**config.mk**
```make
export PLATFORM = sky130hd
export DESIGN_NAME = bcdtobinary_seq_flat
export DESIGN_NICKNAME = d
export VERILOG_FILES = /design/src/rtl/bcd_pkg.sv /design/src/rtl/bcdtobinary_seq_if.sv /design/src/rtl/bcd_digit_adjust.sv /design/src/rtl/bcdtobinary_seq.sv /design/src/flat_wrapper.sv
export SDC_FILE = /design/constraint.sdc
export NUM_CORES = 1
export LEC_CHECK = 0
export ABC_AREA = 1
export BUFFER_PORTS_ARGS = -buffer_cell sky130_fd_sc_hd__buf_2
export CAP_MARGIN = 10
export CORE_MARGIN = 1.5
export CORE_UTILIZATION = 34
export CTS_BUF_LIST = sky130_fd_sc_hd__clkbuf_2 sky130_fd_sc_hd__clkbuf_4 sky130_fd_sc_hd__clkbuf_8
export DETAILED_ROUTE_END_ITERATION = 6
export GPL_TIMING_DRIVEN = 0
export PLACE_DENSITY = 0.51
export SLEW_MARGIN = 20
export SYNTH_ARGS = -nofsm -noshare
export SYNTH_HDL_FRONTEND = slang
export SYNTH_SLANG_ARGS = --single-unit
```
**constraint.sdc**
```tcl
create_clock -name clk -period 1.7 [get_ports clk]
set_input_delay 0.34 -clock clk [delete_from_list [all_inputs] [get_ports clk]]
set_output_delay 0.34 -clock clk [all_outputs]
set_load 0.005 [all_outputs]
```
**src/rtl/bcd_pkg.sv**
```systemverilog
// Shared constants for the BCD-to-binary converter: digit geometry,
// reverse double-dabble correction values and FSM state encodings.
package bcd_pkg;

  localparam int BCD_DIGIT_W = 4;
  localparam int BCD_MAX     = 9;
  localparam int ADJ_THRESH  = 8;
  localparam int ADJ_VAL     = 3;

  localparam logic [1:0] IDLE = 2'd0;
  localparam logic [1:0] CONV = 2'd1;
  localparam logic [1:0] DONE = 2'd2;

endpackage

```
**src/rtl/bcdtobinary_seq_if.sv**
```systemverilog
// Handshake and data bundle between the game FSM (master) and the
// BCD-to-binary converter (slave).
interface bcdtobinary_seq_if
  import bcd_pkg::*;
#(
  parameter int DIGITS = 3,
  parameter int BIN_W  = 10
);

  logic                          start;
  logic [BCD_DIGIT_W*DIGITS-1:0] bcd_in;
  logic [BIN_W-1:0]              binary;
  logic                          done;
  logic                          busy;
  logic                          error;

  modport master (output start, bcd_in, input binary, done, busy, error);
  modport slave  (input start, bcd_in, output binary, done, busy, error);

endinterface

```
**src/rtl/bcd_digit_adjust.sv**
```systemverilog
// Per-digit correction step of reverse double dabble: a digit that reads
// 8 or more after the right shift had a borrowed ten and loses 3.
module bcd_digit_adjust
  import bcd_pkg::*;
(
  input  logic [BCD_DIGIT_W-1:0] digit,
  output logic [BCD_DIGIT_W-1:0] adjusted
);

  assign adjusted = (digit >= BCD_DIGIT_W'(ADJ_THRESH)) ? digit - BCD_DIGIT_W'(ADJ_VAL)
                                                        : digit;

endmodule

```
**src/rtl/bcdtobinary_seq.sv**
```systemverilog
// Sequential BCD-to-binary converter: one right shift plus digit correction
// per clock over a {bcd, binary} register, with start/busy/done handshake.
module bcdtobinary_seq
  import bcd_pkg::*;
#(
  parameter int DIGITS = 3,
  parameter int BIN_W  = 10
)(
  input  logic              clk,
  input  logic              rst_n,
  bcdtobinary_seq_if.slave  bus
);

  localparam int BCD_W = BCD_DIGIT_W * DIGITS;
  localparam int SR_W  = BCD_W + BIN_W;
  localparam int CNT_W = $clog2(BIN_W + 1);

  logic [1:0]       state;
  logic [SR_W-1:0]  sreg;
  logic [SR_W-1:0]  shifted;
  logic [SR_W-1:0]  next_sreg;
  logic [CNT_W-1:0] cnt;
  logic             err_pend;
  logic             bad_digit;

  assign shifted                = sreg >> 1;
  assign next_sreg[BIN_W-1:0]   = shifted[BIN_W-1:0];

  for (genvar g = 0; g < DIGITS; g++) begin : g_adj
    bcd_digit_adjust u_adj (
      .digit    (shifted[BIN_W + g*BCD_DIGIT_W +: BCD_DIGIT_W]),
      .adjusted (next_sreg[BIN_W + g*BCD_DIGIT_W +: BCD_DIGIT_W])
    );
  end

  always_comb begin
    bad_digit = 1'b0;
    for (int i = 0; i < DIGITS; i++) begin
      if (bus.bcd_in[i*BCD_DIGIT_W +: BCD_DIGIT_W] > BCD_DIGIT_W'(BCD_MAX))
        bad_digit = 1'b1;
    end
  end

  assign bus.busy = (state != IDLE);

  always_ff @(posedge clk or negedge rst_n) begin
    if (!rst_n) begin
      state      <= IDLE;
      sreg       <= '0;
      cnt        <= '0;
      err_pend   <= 1'b0;
      bus.binary <= '0;
      bus.done   <= 1'b0;
      bus.error  <= 1'b0;
    end else begin
      bus.done <= 1'b0;
      case (state)
        IDLE: begin
          if (bus.start) begin
            sreg      <= {bus.bcd_in, {BIN_W{1'b0}}};
            cnt       <= '0;
            bus.error <= 1'b0;
            err_pend  <= bad_digit;
            state     <= bad_digit ? DONE : CONV;
          end
        end
        CONV: begin
          sreg <= next_sreg;
          cnt  <= cnt + CNT_W'(1);
          if (cnt == CNT_W'(BIN_W - 1)) begin
            bus.binary <= next_sreg[BIN_W-1:0];
            bus.done   <= 1'b1;
            state      <= DONE;
          end
        end
        DONE: begin
          // An invalid operand spends one cycle here before its done pulse,
          // so the error result lands one cycle after acceptance.
          if (err_pend) begin
            bus.binary <= '0;
            bus.error  <= 1'b1;
            bus.done   <= 1'b1;
            err_pend   <= 1'b0;
          end else begin
            state <= IDLE;
          end
        end
        default: state <= IDLE;
      endcase
    end
  end

endmodule
```
**src/flat_wrapper.sv**
```systemverilog
// flat-port wrapper written by rule: the top's interface ports become plain ports
module bcdtobinary_seq_flat import bcd_pkg::*;
#(
  parameter int DIGITS = 3,
  parameter int BIN_W  = 10
)
  (clk, rst_n, bus_start, bus_bcd_in, bus_binary, bus_done, bus_busy, bus_error);
  bcdtobinary_seq_if #(.DIGITS(DIGITS), .BIN_W(BIN_W)) bus_i ();
  input  logic clk;
  input  logic rst_n;
  input wire logic [$bits(bus_i.start)-1:0] bus_start;
  input wire logic [$bits(bus_i.bcd_in)-1:0] bus_bcd_in;
  output wire logic [$bits(bus_i.binary)-1:0] bus_binary;
  output wire logic [$bits(bus_i.done)-1:0] bus_done;
  output wire logic [$bits(bus_i.busy)-1:0] bus_busy;
  output wire logic [$bits(bus_i.error)-1:0] bus_error;
  assign bus_i.start = bus_start;
  assign bus_i.bcd_in = bus_bcd_in;
  assign bus_binary = bus_i.binary;
  assign bus_done = bus_i.done;
  assign bus_busy = bus_i.busy;
  assign bus_error = bus_i.error;
  bcdtobinary_seq #(.DIGITS(DIGITS), .BIN_W(BIN_W)) u_core (.clk(clk), .rst_n(rst_n), .bus(bus_i));
endmodule
```
; Word level (Yosys, flattened, before mapping)
; Index checks and enable logic that the tools add are counted.
[totals]
ff_bits = 41
latch_bits = 0
ram_bits = 0
rom_bits = 0
input_bits = 15
out_inout_bits = 13
mem_count = 0
[op_classes]
add_sub_neg = 4
mul = 0
n_div = 0
order_cmp = 6
eq_ne = 7
shift = 0
muxes = 26
bitwise = 0
n_reduce_logical = 10
[ops]
columns = cell, count
row1 = one-hot mux 22 bit (2 select lines), 1
row2 = two-way mux 22 bit, 1
row3 = two-way mux 10 bit, 2
row4 = one-hot mux 10 bit (2 select lines), 1
row5 = two-way mux 4 bit, 4
row6 = "> comparator 4 bit, second input constant", 3
row7 = AND reduction 3 bit, 3
row8 = "greater-or-equal comparator 4 bit, second input constant", 2
row9 = two-way mux 1 bit, 8
row10 = two-way mux 2 bit, 4
row11 = one-hot mux 4 bit (2 select lines), 1
row12 = nonzero test 2 bit, 4
row13 = "subtractor 4 x 2 -> 4 bit, second input constant", 2
row14 = one-hot mux 1 bit (2 select lines), 3
row15 = one-hot mux 2 bit (3 select lines), 1
row16 = "adder 4 x 1 -> 4 bit, second input constant", 1
row17 = "== test 4 bit, second input constant", 1
row18 = "greater-or-equal comparator 3 x 4 -> 1 bit, second input constant", 1
row19 = "inequality test 2 x 1 -> 1 bit, second input constant", 2
row20 = "inequality test 2 bit, second input constant", 2
row21 = AND reduction 2 bit, 2
row22 = "subtractor 3 x 2 -> 4 bit, second input constant", 1
row23 = "== test 2 x 1 -> 1 bit, second input constant", 1
row24 = "== test 2 bit, second input constant", 1
row25 = logical NOT 2 bit, 1

; Logic depth before layout (Yosys ltp)
; Gate-level depths: netlist of the first run.
[logic_depth]
depth_word = 7
mapped_depth = 9

; Hierarchy
; A second synthesis of the first run with hierarchy kept.
[hier_totals]
hier_cells = 262
hier_area_um2 = 2152.1
[by_module_without_submodules]
columns = mod, instances, cells_each, area_each_um2
row1 = bcdtobinary_seq, 1, 214, 1885.6
row2 = bcd_digit_adjust, 3, 16, 88.8

; Least setup slack after synthesis of the first run
; OpenSTA, ideal clock, no wires.
[synth_timing]
path_kind = reg2reg
startpoint = reg u_core.state[1]
endpoint = reg u_core.sreg[19]
arrival_time_ns = 1.274
t_required_ns = 1.573
setup_slack_ns = 0.299
stages_incl_launch_ff = 8
period_less_slack_ns = 1.401
cell_sequence = dfrtp_1 > inv_1 > ha_1 > buf_4 > inv_2 > o21ai_4 > buf_4 > a31oi_1
[synth_between]
elab_chain_len = 3
word_cells_on_any_way = 6
classes_between = eq/ne: 2 / mux: 1 / reduce/logical: 3
[synth_lines]
columns = element, line_no
row1 = from (decl), bcdtobinary_seq.sv:18  ; logic [1:0] state;
row2 = from (signal assigned), bcdtobinary_seq.sv:64  ; state <= bad_digit ? DONE : CONV;
row3 = == test 2 x 1 -> 1 bit / logical NOT 2 bit (equally long branches), bcdtobinary_seq.sv:57  ; case (state)
row4 = nonzero test 2 bit (no line) / inequality test 2 bit (equally long branches), -
row5 = AND reduction 2 bit (no line), -
row6 = to (signal assigned), bcdtobinary_seq.sv:60  ; sreg <= {bus.bcd_in, {BIN_W{1'b0}}};
row7 = to (signal assigned), bcdtobinary_seq.sv:68  ; sreg <= next_sreg;
row8 = to (decl), bcdtobinary_seq.sv:19  ; logic [SR_W-1:0] sreg;
; Parallel ways exist; a longest one is shown, timed or not.
; A chain may end at the register's enable or synchronous reset.

; Final worst setup path of the first run
[layout_timing]
startpoint = reg u_core.state[0]
endpoint = out bus_busy
[layout_between]
elab_chain_len = 1
[layout_lines]
columns = element, line_no
row1 = nonzero test 2 bit, bcdtobinary_seq.sv:44  ; assign bus.busy = (state != IDLE);
row2 = to (decl), flat_wrapper.sv:15  ; output wire logic [$bits(bus_i.busy)-1:0] bus_busy;
; Every way passes these cells.

==> impl_metrics.yaml, run 1 <==
status:
  status: "finished clean"
synthesis:
  ys_ff_latch: 40
  synthesis.area_sq_um: 2043
  synth_fp_nets: 259
  synth_top_cell_area_share: 0.4899
  synth_cells: 235
  yosysTopAreaCell: "dfrtp_1"
  yosys_warnings: 0
  yosysSeqAreaShare: 0.4899
  synth_area_leaders: "dfrtp_1, nand2_1, ha_1"
  synth_cell_types: 30
  avgSynthCellArea_sq_um: 8.695
global_route:
  antenna_found_initial: 0
  grt_max_degree: 41
  track_usage: 0.1479
  grt_pass1_vias: 1502
  grt_pass1_wl_mm: 7.210
  grt-ovfl-total: 0
cts:
  clk_pin_slew_ps: 80
  cts_tree: "built"
  cts-root-buf: "clkbuf_8"
  clock-sinks: 40
  clkLatencyLatePin_ps: 290
  htree_levels: 2
  hold_buffers: 0
  cts_buffers: 5
  cts_buffer_depth: 2
floorplanning:
  rows: 28
  ios: 28
  dieArea_sq_um: 6483
  die_w_microns: 80.52
  initial_utilization: 0.3492
  chipHeight_microns: 80.52
  core_area_sq_um: 5851
cells_and_area:
  area_growth_pct: 19.23
  utilization: 0.4164
  nets: 297
  diodes: 0
  final_common_cell: "nand2_1"
  drive_gt1_frac: 0.2445
  most-common-layout-cells: "nand2_1, dfrtp_1, buf_2"
sta:
  rsz0062_at_grt: "no"
  fmax_mhz: 632.8
  hold_viol: 0
  maxSlewViolCount: 0
  tightest_slew_ps: 902.1
  setup_slack_ps: 119.7
  period_needed_ps: 1580
  finClkSkew_ps: 8.953
  fin_crit_sh: 0.9296
  setup_tns_ps: 0
  setup_viol: 0
  relSlewSlack: 0.3986
drt:
  drc: 0
  dr.first_iter.drc_count: 105
  drt-wirelength-per-cell_microns: 12.29
  detail_route.vias_per_cell: 4.699
  ant_nets: 0
  routed_wl_mm: 4.289
  vias: 1640
  drtPass1Iterations: 4
power_and_ir_drop:
  power.switching_mw: 1.765
  p_leak_nw: 1.193
  p_per_area_nw_per_um2: 1721
  combPwrFrac: 0.472
  power.internal_mw: 2.427
  p_total_mw: 4.192
  p_seq_frac: 0.342
  switching_share: 0.4211
  clkPwrFrac: 0.185
  peakVddDrop_v: 0.0006363
worst_setup_path:
  cp-start-kind: "register"
  endpoint_kind: "output pin"
  arrival_ps: 1240
  crit_type: "reg2out"
  critical_path_required_ps: 1360
  crit_fanout: 7
worst_hold_path:
  holdCritPathClass: "in2async"
place:
  dp_slack_ps: 81.99
  portBuffers: 27
  gp_congestion: 0.7452
  post-dp-hpwl_mm: 3.069
run:
  maxCapViolations: 0
## power groups by stage
stage	Combinational [mW]	Sequential [mW]	Clock [mW]
after floorplan	1.43	1.40	0
after CTS	1.88	1.44	0.804
after global routing	2.26	1.48	0.859
after detailed placement	1.86	1.45	0
final	1.98	1.44	0.777
after global placement	1.85	1.45	0
## critical path, cell delays in order, from the launching register on
cell and delay, ps:
dfrtp_1 410, inv_1 130, ha_4 220, inv_1 70
buf_2 120
## registers in the layout, indices dropped and copies added (netlist names)
register,count
u_core.sreg,21
u_core.bus.binary,10
u_core.cnt,4
u_core.state,2
u_core.bus.done,1
u_core.bus.error,1
u_core.err_pend,1
## layer usage
metal	track usage	wire length, microns	vias up
li1	-	-	846
met1	0.2091	2199	746
met3	0.03409	250	7
met4	0.05690	59	0
met2	0.2176	1780	41
met5	0	0	-
## final timing paths
| check | depth (start not counted) | end | start | slack, ps |
|---|---|---|---|---|
| setup / recovery | 4 | bus_busy | u_core.state[0]$_DFFE_PN0P_ | 120 |
| hold / removal | 1 | u_core.state[0]$_DFFE_PN0P_ | rst_n | 170 |
| setup reg to reg | 9 | u_core.sreg[15]$_DFFE_PN0P_ | u_core.state[1]$_DFFE_PN0P_ | 130 |
| hold reg to reg | 2 | u_core.bus.binary[0]$_DFFE_PN0P_ | u_core.bus.binary[0]$_DFFE_PN0P_ | 480 |
| max in group asynchronous | 1 | u_core.sreg[3]$_DFFE_PN0P_ | rst_n | 960 |
| min in group clk | 3 | u_core.sreg[21]$_DFFE_PN0P_ | bus_bcd_in[11] | 270 |
## kinds of logic after synthesis
| logic type | Yosys count | share of synthesized area |
|---|---|---|
| buf+inv | 35 | 0.08205 |
| compound gates | 50 | 0.1525 |
| fa+ha+maj | 9 | 0.05511 |
| xor+xnor | 2 | 0.008575 |
| simple gates | 99 | 0.2119 |
| flops | 40 | 0.4899 |
## cells in the mapped netlist
cell,instances
o21ai_2,2
nor2_2,2
nand4_1,3
o211ai_1,1
nand3_2,3
xnor2_1,2
o21ai_0,16
buf_12,1
o211ai_4,1
nor2_1,14
inv_2,2
o21ai_4,1
buf_4,2
nand2_1,62
a31oi_1,3
o21ai_1,4
dfrtp_1,40
a21boi_0,1
clkbuf_1,1
ha_1,9
nand3_1,11
nand2_2,3
inv_1,24
o22ai_1,8
a21oi_1,11
buf_2,3
a21oi_2,2
buf_6,1
nand4_2,1
clkbuf_2,1
## final cells by class
cell class	instances	area [sq um]
tap	75	93.84
clock inverter	3	42.54
sequential	40	1001
multi-input combinational	161	895.9
timing repair buffer	30	157.7
inverter	26	97.59
buffer	9	78.83
fill	613	3415
clock buffer	5	68.82
## timing repair
action,CTS,global route
cloned,0,1
resized for setup,1,6
buffers inserted,0,3
pin swaps,0,1
setup endpoints to repair,1,22
## per-stage QoR
step | instances | hold WS [ps] | area (sq um)
3_5_place_dp | 337 | 459.9 | 2272
2_1_floorplan | 235 | 44.41 | 2043
5_1_grt | 349 | 236.5 | 2436
3_3_place_gp | 337 | 457.4 | 2272
4_1_cts | 345 | 202.8 | 2386
6_report | 349 | 165.7 | 2436
No activity file was read; power rests on OpenSTA's default activity.
==> inputs of run 2 (changes only) <==
--- a/config.mk
+++ b/config.mk
@@ -14,7 +14,6 @@
 export DETAILED_ROUTE_END_ITERATION = 6
 export GPL_TIMING_DRIVEN = 0
 export PLACE_DENSITY = 0.51
-export SLEW_MARGIN = 20
 export SYNTH_ARGS = -nofsm -noshare
 export SYNTH_HDL_FRONTEND = slang
 export SYNTH_SLANG_ARGS = --single-unit
==> constraint.sdc (replaced) <==
create_clock -name clk -period 1.9 [get_ports clk]
set_input_delay 0.38 -clock clk [delete_from_list [all_inputs] [get_ports clk]]
set_output_delay 0.38 -clock clk [all_outputs]
set_load 0.005 [all_outputs]
==> run 2 against run 1 <==
  * Via count down 1.6%
  * Critical path type unchanged
  * Routed wire length shrank 2.0%
  * Sequential share of layout area grew 0.91 points
==> impl_metrics.yaml, run 2 (same netlist as run 1, synthesis figures left out) <==
cts:
  cts_resized: 0
  clock-sinks: 40
  cts_buffer_depth: 2
  clkLatencyLatePin_ps: 290
  hold_buffers: 0
  clk_pin_slew_ps: 80
  htree_levels: 2
  cts_tree: "built"
  cts_buffers: 5
  cts_setup_buffers: 0
  cts-root-buf: "clkbuf_8"
sta:
  finClkSkew_ps: 7.675
  setup_tns_ps: 0
  rsz0062_at_grt: "no"
  setup_viol: 0
  maxSlewViolCount: 0
  hold_viol: 0
  tightest_slew_ps: 909.4
  fmax_mhz: 567.5
  period_needed_ps: 1762
  fin_crit_sh: 0.9274
  relSlewSlack: 0.3937
floorplanning:
  core_area_sq_um: 5851
  chipHeight_microns: 80.52
  rows: 28
  die_w_microns: 80.52
  initial_utilization: 0.3492
  ios: 28
  dieArea_sq_um: 6483
worst_setup_path:
  crit_type: "reg2out"
  endpoint_kind: "output pin"
  arrival_ps: 1380
  cp-start-kind: "register"
  ff2ff_path_depth: 7
  critical_path_required_ps: 1520
  crit_fanout: 6
global_route:
  grt_max_degree: 41
  antenna_found_initial: 0
  grt_pass1_vias: 1502
  track_usage: 0.1477
  grt_pass1_wl_mm: 7.196
  grt-ovfl-total: 0
power_and_ir_drop:
  peakVddDrop_v: 0.0005561
  p_leak_nw: 1.170
  p_total_mw: 3.614
  p_per_area_nw_per_um2: 1516
cells_and_area:
  drive_gt1_frac: 0.2222
  final_area_sq_um: 2384
  final_common_cell: "nand2_1"
  reg_top3: "u_core.sreg (21), u_core.bus.binary (10), u_core.cnt (4)"
  largest_reg_flops: 21
  finalNonFillerCells: 345
  nets: 293
  diodes: 0
  regMostFlops: "u_core.sreg"
  utilization: 0.4074
  most-common-layout-cells: "nand2_1, dfrtp_1, buf_2"
  area_growth_pct: 16.66
run:
  maxCapViolations: 0
place:
  portBuffers: 27
  dp.cells: 337
  placed_area_sq_um: 2272
  post-dp-hpwl_mm: 3.069
  gp_congestion: 0.7452
status:
  status: "finished clean"
drt:
  detail_route.vias_per_cell: 4.675
  drt-wirelength-per-cell_microns: 12.18
  vias: 1613
  ant_nets: 0
  dr.first_iter.drc_count: 104
  drtPass1Iterations: 4
  routed_wl_mm: 4.202
  drc: 0
worst_hold_path:
  holdCritPathClass: "in2async"
==> run 2: cell count changes in the layout (fill, tap and decap cells not counted), sizes merged <==
cell / change
buf: -3
o21ai: -1
==> run 2: final cells by class <==
cell class                 count  area [sq um]
clock inverter                 3         42.54
clock buffer                   5         68.82
inverter                      26         97.59
sequential                    40          1001
tap                           75         93.84
timing repair buffer          27         135.1
multi-input combinational    160         874.6
buffer                         9         70.07
fill                         618          3467
==> run 2: final timing paths <==
kind,from,to,slack (ps)
worst max-delay path,u_core.state[0]$_DFFE_PN0P_,bus_busy,140
worst min-delay path,rst_n,u_core.state[0]$_DFFE_PN0P_,210
worst max register to register,u_core.state[1]$_DFFE_PN0P_,u_core.sreg[4]$_DFFE_PN0P_,280
worst min register to register,u_core.bus.error$_DFFE_PN0P_,u_core.bus.error$_DFFE_PN0P_,480
max in group asynchronous,rst_n,u_core.sreg[3]$_DFFE_PN0P_,1120
min in group clk,bus_bcd_in[11],u_core.sreg[21]$_DFFE_PN0P_,310
==> run 2: metrics by stage <==
step                worst slack, ps  hold WS [ps]
detailed placement            282.0         459.9
finish                        138.0         205.9
global route                  49.72         276.5
floorplan                     499.0         84.41
global placement              269.5         457.4
CTS                           122.3         242.8
==> run 2: layer usage <==
metal	global-route usage	wire length, microns
met1	0.2084	2188
met2	0.2176	1733
met3	0.03409	221
met4	0.05690	59
met5	0	0
==> run 2: worst max-delay path: stages, from the launching register on <==
cell and delay [ps]:
dfrtp_1 410, inv_1 90, ha_1 350, inv_1 100, buf_2 140
==> run 2: power breakdown <==
part	switching, mW	total, mW	internal (mW)	leakage [nW]
Sequential	0.200	1.28	1.08	0.526
Clock	0.309	0.698	0.389	0.0541
Combinational	1.02	1.63	0.608	0.590
==> inputs of run 3 (changes only) <==
--- a/config.mk
+++ b/config.mk
@@ -5,7 +5,6 @@
 export SDC_FILE = /design/constraint.sdc
 export NUM_CORES = 1
 export LEC_CHECK = 0
-export ABC_AREA = 1
 export BUFFER_PORTS_ARGS = -buffer_cell sky130_fd_sc_hd__buf_2
 export CAP_MARGIN = 10
 export CORE_MARGIN = 1.5
==> run 3 against run 2 <==
  * Cell count decreased by 14%
  * Routed wire length down 2.4%
  * Clock power barely moved
  * Register-to-register slack got worse by 120 ps
  * Critical path depth up 3
  * Largest power group is now sequential cells
  * Die area fell by 0.53%
  * Total power shrank 14%
  * Design area barely moved
  * Sequential power hardly changed
  * Synthesized area down 0.55%
  * Flip-flop and latch count did not move
==> impl_metrics.yaml, run 3 <==
global_route:
  grt-ovfl-total: 0
  antenna_found_initial: 0
  grt_pass1_vias: 1388
  grt_pass1_wl_mm: 7.038
  grt_max_degree: 41
  track_usage: 0.1422
floorplanning:
  ios: 28
  initial_utilization: 0.3602
  chipHeight_microns: 80.31
  dieArea_sq_um: 6449
  die_w_microns: 80.31
  core_area_sq_um: 5642
  rows: 27
sta:
  setup_slack_ps: 159.9
  tightest_slew_ps: 909.3
  period_needed_ps: 1740
  maxSlewViolCount: 0
  setup_tns_ps: 0
  hold_viol: 0
  rsz0062_at_grt: "no"
  fin_crit_sh: 0.9159
  setup_viol: 0
  finClkSkew_ps: 6.755
  relSlewSlack: 0.3938
  fmax_mhz: 574.7
synthesis:
  synth_fp_nets: 212
  avgSynthCellArea_sq_um: 10.81
  synth_edf_count: 0
  yosysTopAreaCell: "dfrtp_1"
  synthesis.area_sq_um: 2032
  synth-main-ff-cell: "dfrtp_1"
  synth_most_common_cell: "dfrtp_1"
  synth_top_cell_area_share: 0.4926
  yosys_warnings: 0
  synth_area_leaders: "dfrtp_1, o21ai_0, ha_1"
  synth_common_cells: "dfrtp_1, o21ai_0, nand2_1, mux2_2"
  synth_cells: 188
  synth-async-reset-ratio: 1.000
  yosysSeqAreaShare: 0.4926
  synth_cell_types: 38
  ys_ff_latch: 40
cells_and_area:
  final_common_cell: "dfrtp_1"
  regMostFlops: "u_core.sreg"
  largest_reg_flops: 21
  diodes: 0
  most-common-layout-cells: "dfrtp_1, buf_2, o21ai_0"
  nets: 246
  area_growth_pct: 17.36
  drive_gt1_frac: 0.2646
  reg_top3: "u_core.sreg (21), u_core.bus.binary (10), u_core.cnt (4)"
drt:
  vias: 1434
  drtPass1Iterations: 4
  dr.first_iter.drc_count: 58
  drc: 0
  detail_route.vias_per_cell: 4.861
  routed_wl_mm: 4.103
  drt-wirelength-per-cell_microns: 13.91
  ant_nets: 0
worst_setup_path:
  cp_slowest_cell: "dfrtp_1"
  critical_path_required_ps: 2090
  crit_fanout: 8
  worstPathCellList: "inv_1 > ha_1 > buf_4 > mux2i_4 > nor3_1 > a21o_2 > a22o_2"
  crit_type: "reg2reg"
  critPathMaxStageDelay_ps: 420
  path_buf_inv: 2
  arrival_ps: 1930
  endpoint_kind: "register"
  cp-start-kind: "register"
  crit_family: "flip-flops"
status:
  status: "finished clean"
place:
  gp_congestion: 0.7360
  portBuffers: 27
  post-dp-hpwl_mm: 2.860
  dp_slack_ps: 53.04
cts:
  htree_levels: 2
  cts-root-buf: "clkbuf_8"
  clkLatencyLatePin_ps: 290
  clk_pin_slew_ps: 80
  cts_buffer_depth: 2
  hold_buffers: 0
  cts_resized: 0
  cts_tree: "built"
  clock-sinks: 40
  cts_setup_buffers: 0
  cts_buffers: 5
power_and_ir_drop:
  p_per_area_nw_per_um2: 1309
  peakVddDrop_v: 0.0005225
  p_leak_nw: 1.188
run:
  maxCapViolations: 0
worst_hold_path:
  holdCritPathClass: "in2async"
==> run 3: metrics by stage <==
| stage | power (mW) | hold slack (ps) | cells | instance area, sq um | utilization |
|---|---|---|---|---|---|
| after floorplan | 2.085 | 84.41 | 188 | 2032 | - |
| after global placement | 2.424 | 461.4 | 287 | 2257 | 0.4001 |
| after detailed placement | 2.429 | 469.9 | 287 | 2257 | 0.4001 |
| after CTS | 3.142 | 259.3 | 295 | 2369 | 0.4198 |
| after global routing | 3.372 | 280.2 | 295 | 2385 | 0.4227 |
| final | 3.121 | 209.3 | 295 | 2385 | 0.4227 |
==> run 3: per-layer routing <==
metal	wire length, microns	global-route usage	vias up
li1	-	-	722
met1	2179	0.2062	682
met5	0	0	-
met2	1747	0.2084	26
met3	136	0.03409	4
met4	40	0.04138	0
==> run 3: worst register-to-register path: stages, from the launching register on <==
cell and delay [ps]:
dfrtp_1 420, inv_1 90, ha_1 140, buf_4 160
mux2i_4 350, nor3_1 90, a21o_2 190, a22o_2 200
==> run 3: worst paths after layout <==
| path | from | end | slack (ps) | cells past startpoint |
|---|---|---|---|---|
| max in group asynchronous | rst_n | u_core.state[0]$_DFFE_PN0P_ | 1110 | 1 |
| min in group clk | bus_bcd_in[11] | u_core.sreg[21]$_DFFE_PN0P_ | 350 | 3 |
| worst max-delay path | u_core.state[1]$_DFFE_PN0P_ | u_core.cnt[3]$_DFFE_PN0P_ | 160 | 7 |
| worst max register to register | u_core.state[1]$_DFFE_PN0P_ | u_core.cnt[3]$_DFFE_PN0P_ | 160 | 7 |
| worst min register to register | u_core.sreg[19]$_DFFE_PN0P_ | u_core.sreg[19]$_DFFE_PN0P_ | 480 | 2 |
| worst min-delay path | rst_n | u_core.bus.binary[1]$_DFFE_PN0P_ | 210 | 1 |
==> run 3: cells by family after synthesis <==
group	after synthesis	synth area share
and+or+nand+nor	45	0.1164
muxes	14	0.08128
xor gates and xnor gates	4	0.01724
DFF	40	0.4926
adders and majority gates	9	0.05542
buffers and inverters	18	0.04495
AOI/OAI and AO/OA	58	0.1921
==> run 3: power by group <==
| group | switching (mW) | total [mW] | internal (mW) |
|---|---|---|---|
| registers | 0.190 | 1.25 | 1.06 |
| logic | 0.621 | 1.17 | 0.549 |
| clock network | 0.309 | 0.698 | 0.389 |
| total | 1.12 | 3.12 | 2.00 |
==> run 3: cell type report <==
| type | count | area [sq um] |
|---|---|---|
| clock buffer | 5 | 68.82 |
| clock inverter | 3 | 42.54 |
| fill | 554 | 3257 |
| multi-input combinational | 130 | 939.7 |
| sequential | 40 | 1001 |
| buffer | 8 | 53.80 |
| tap | 72 | 90.09 |
| inverter | 9 | 33.78 |
| timing repair buffer | 28 | 155.1 |
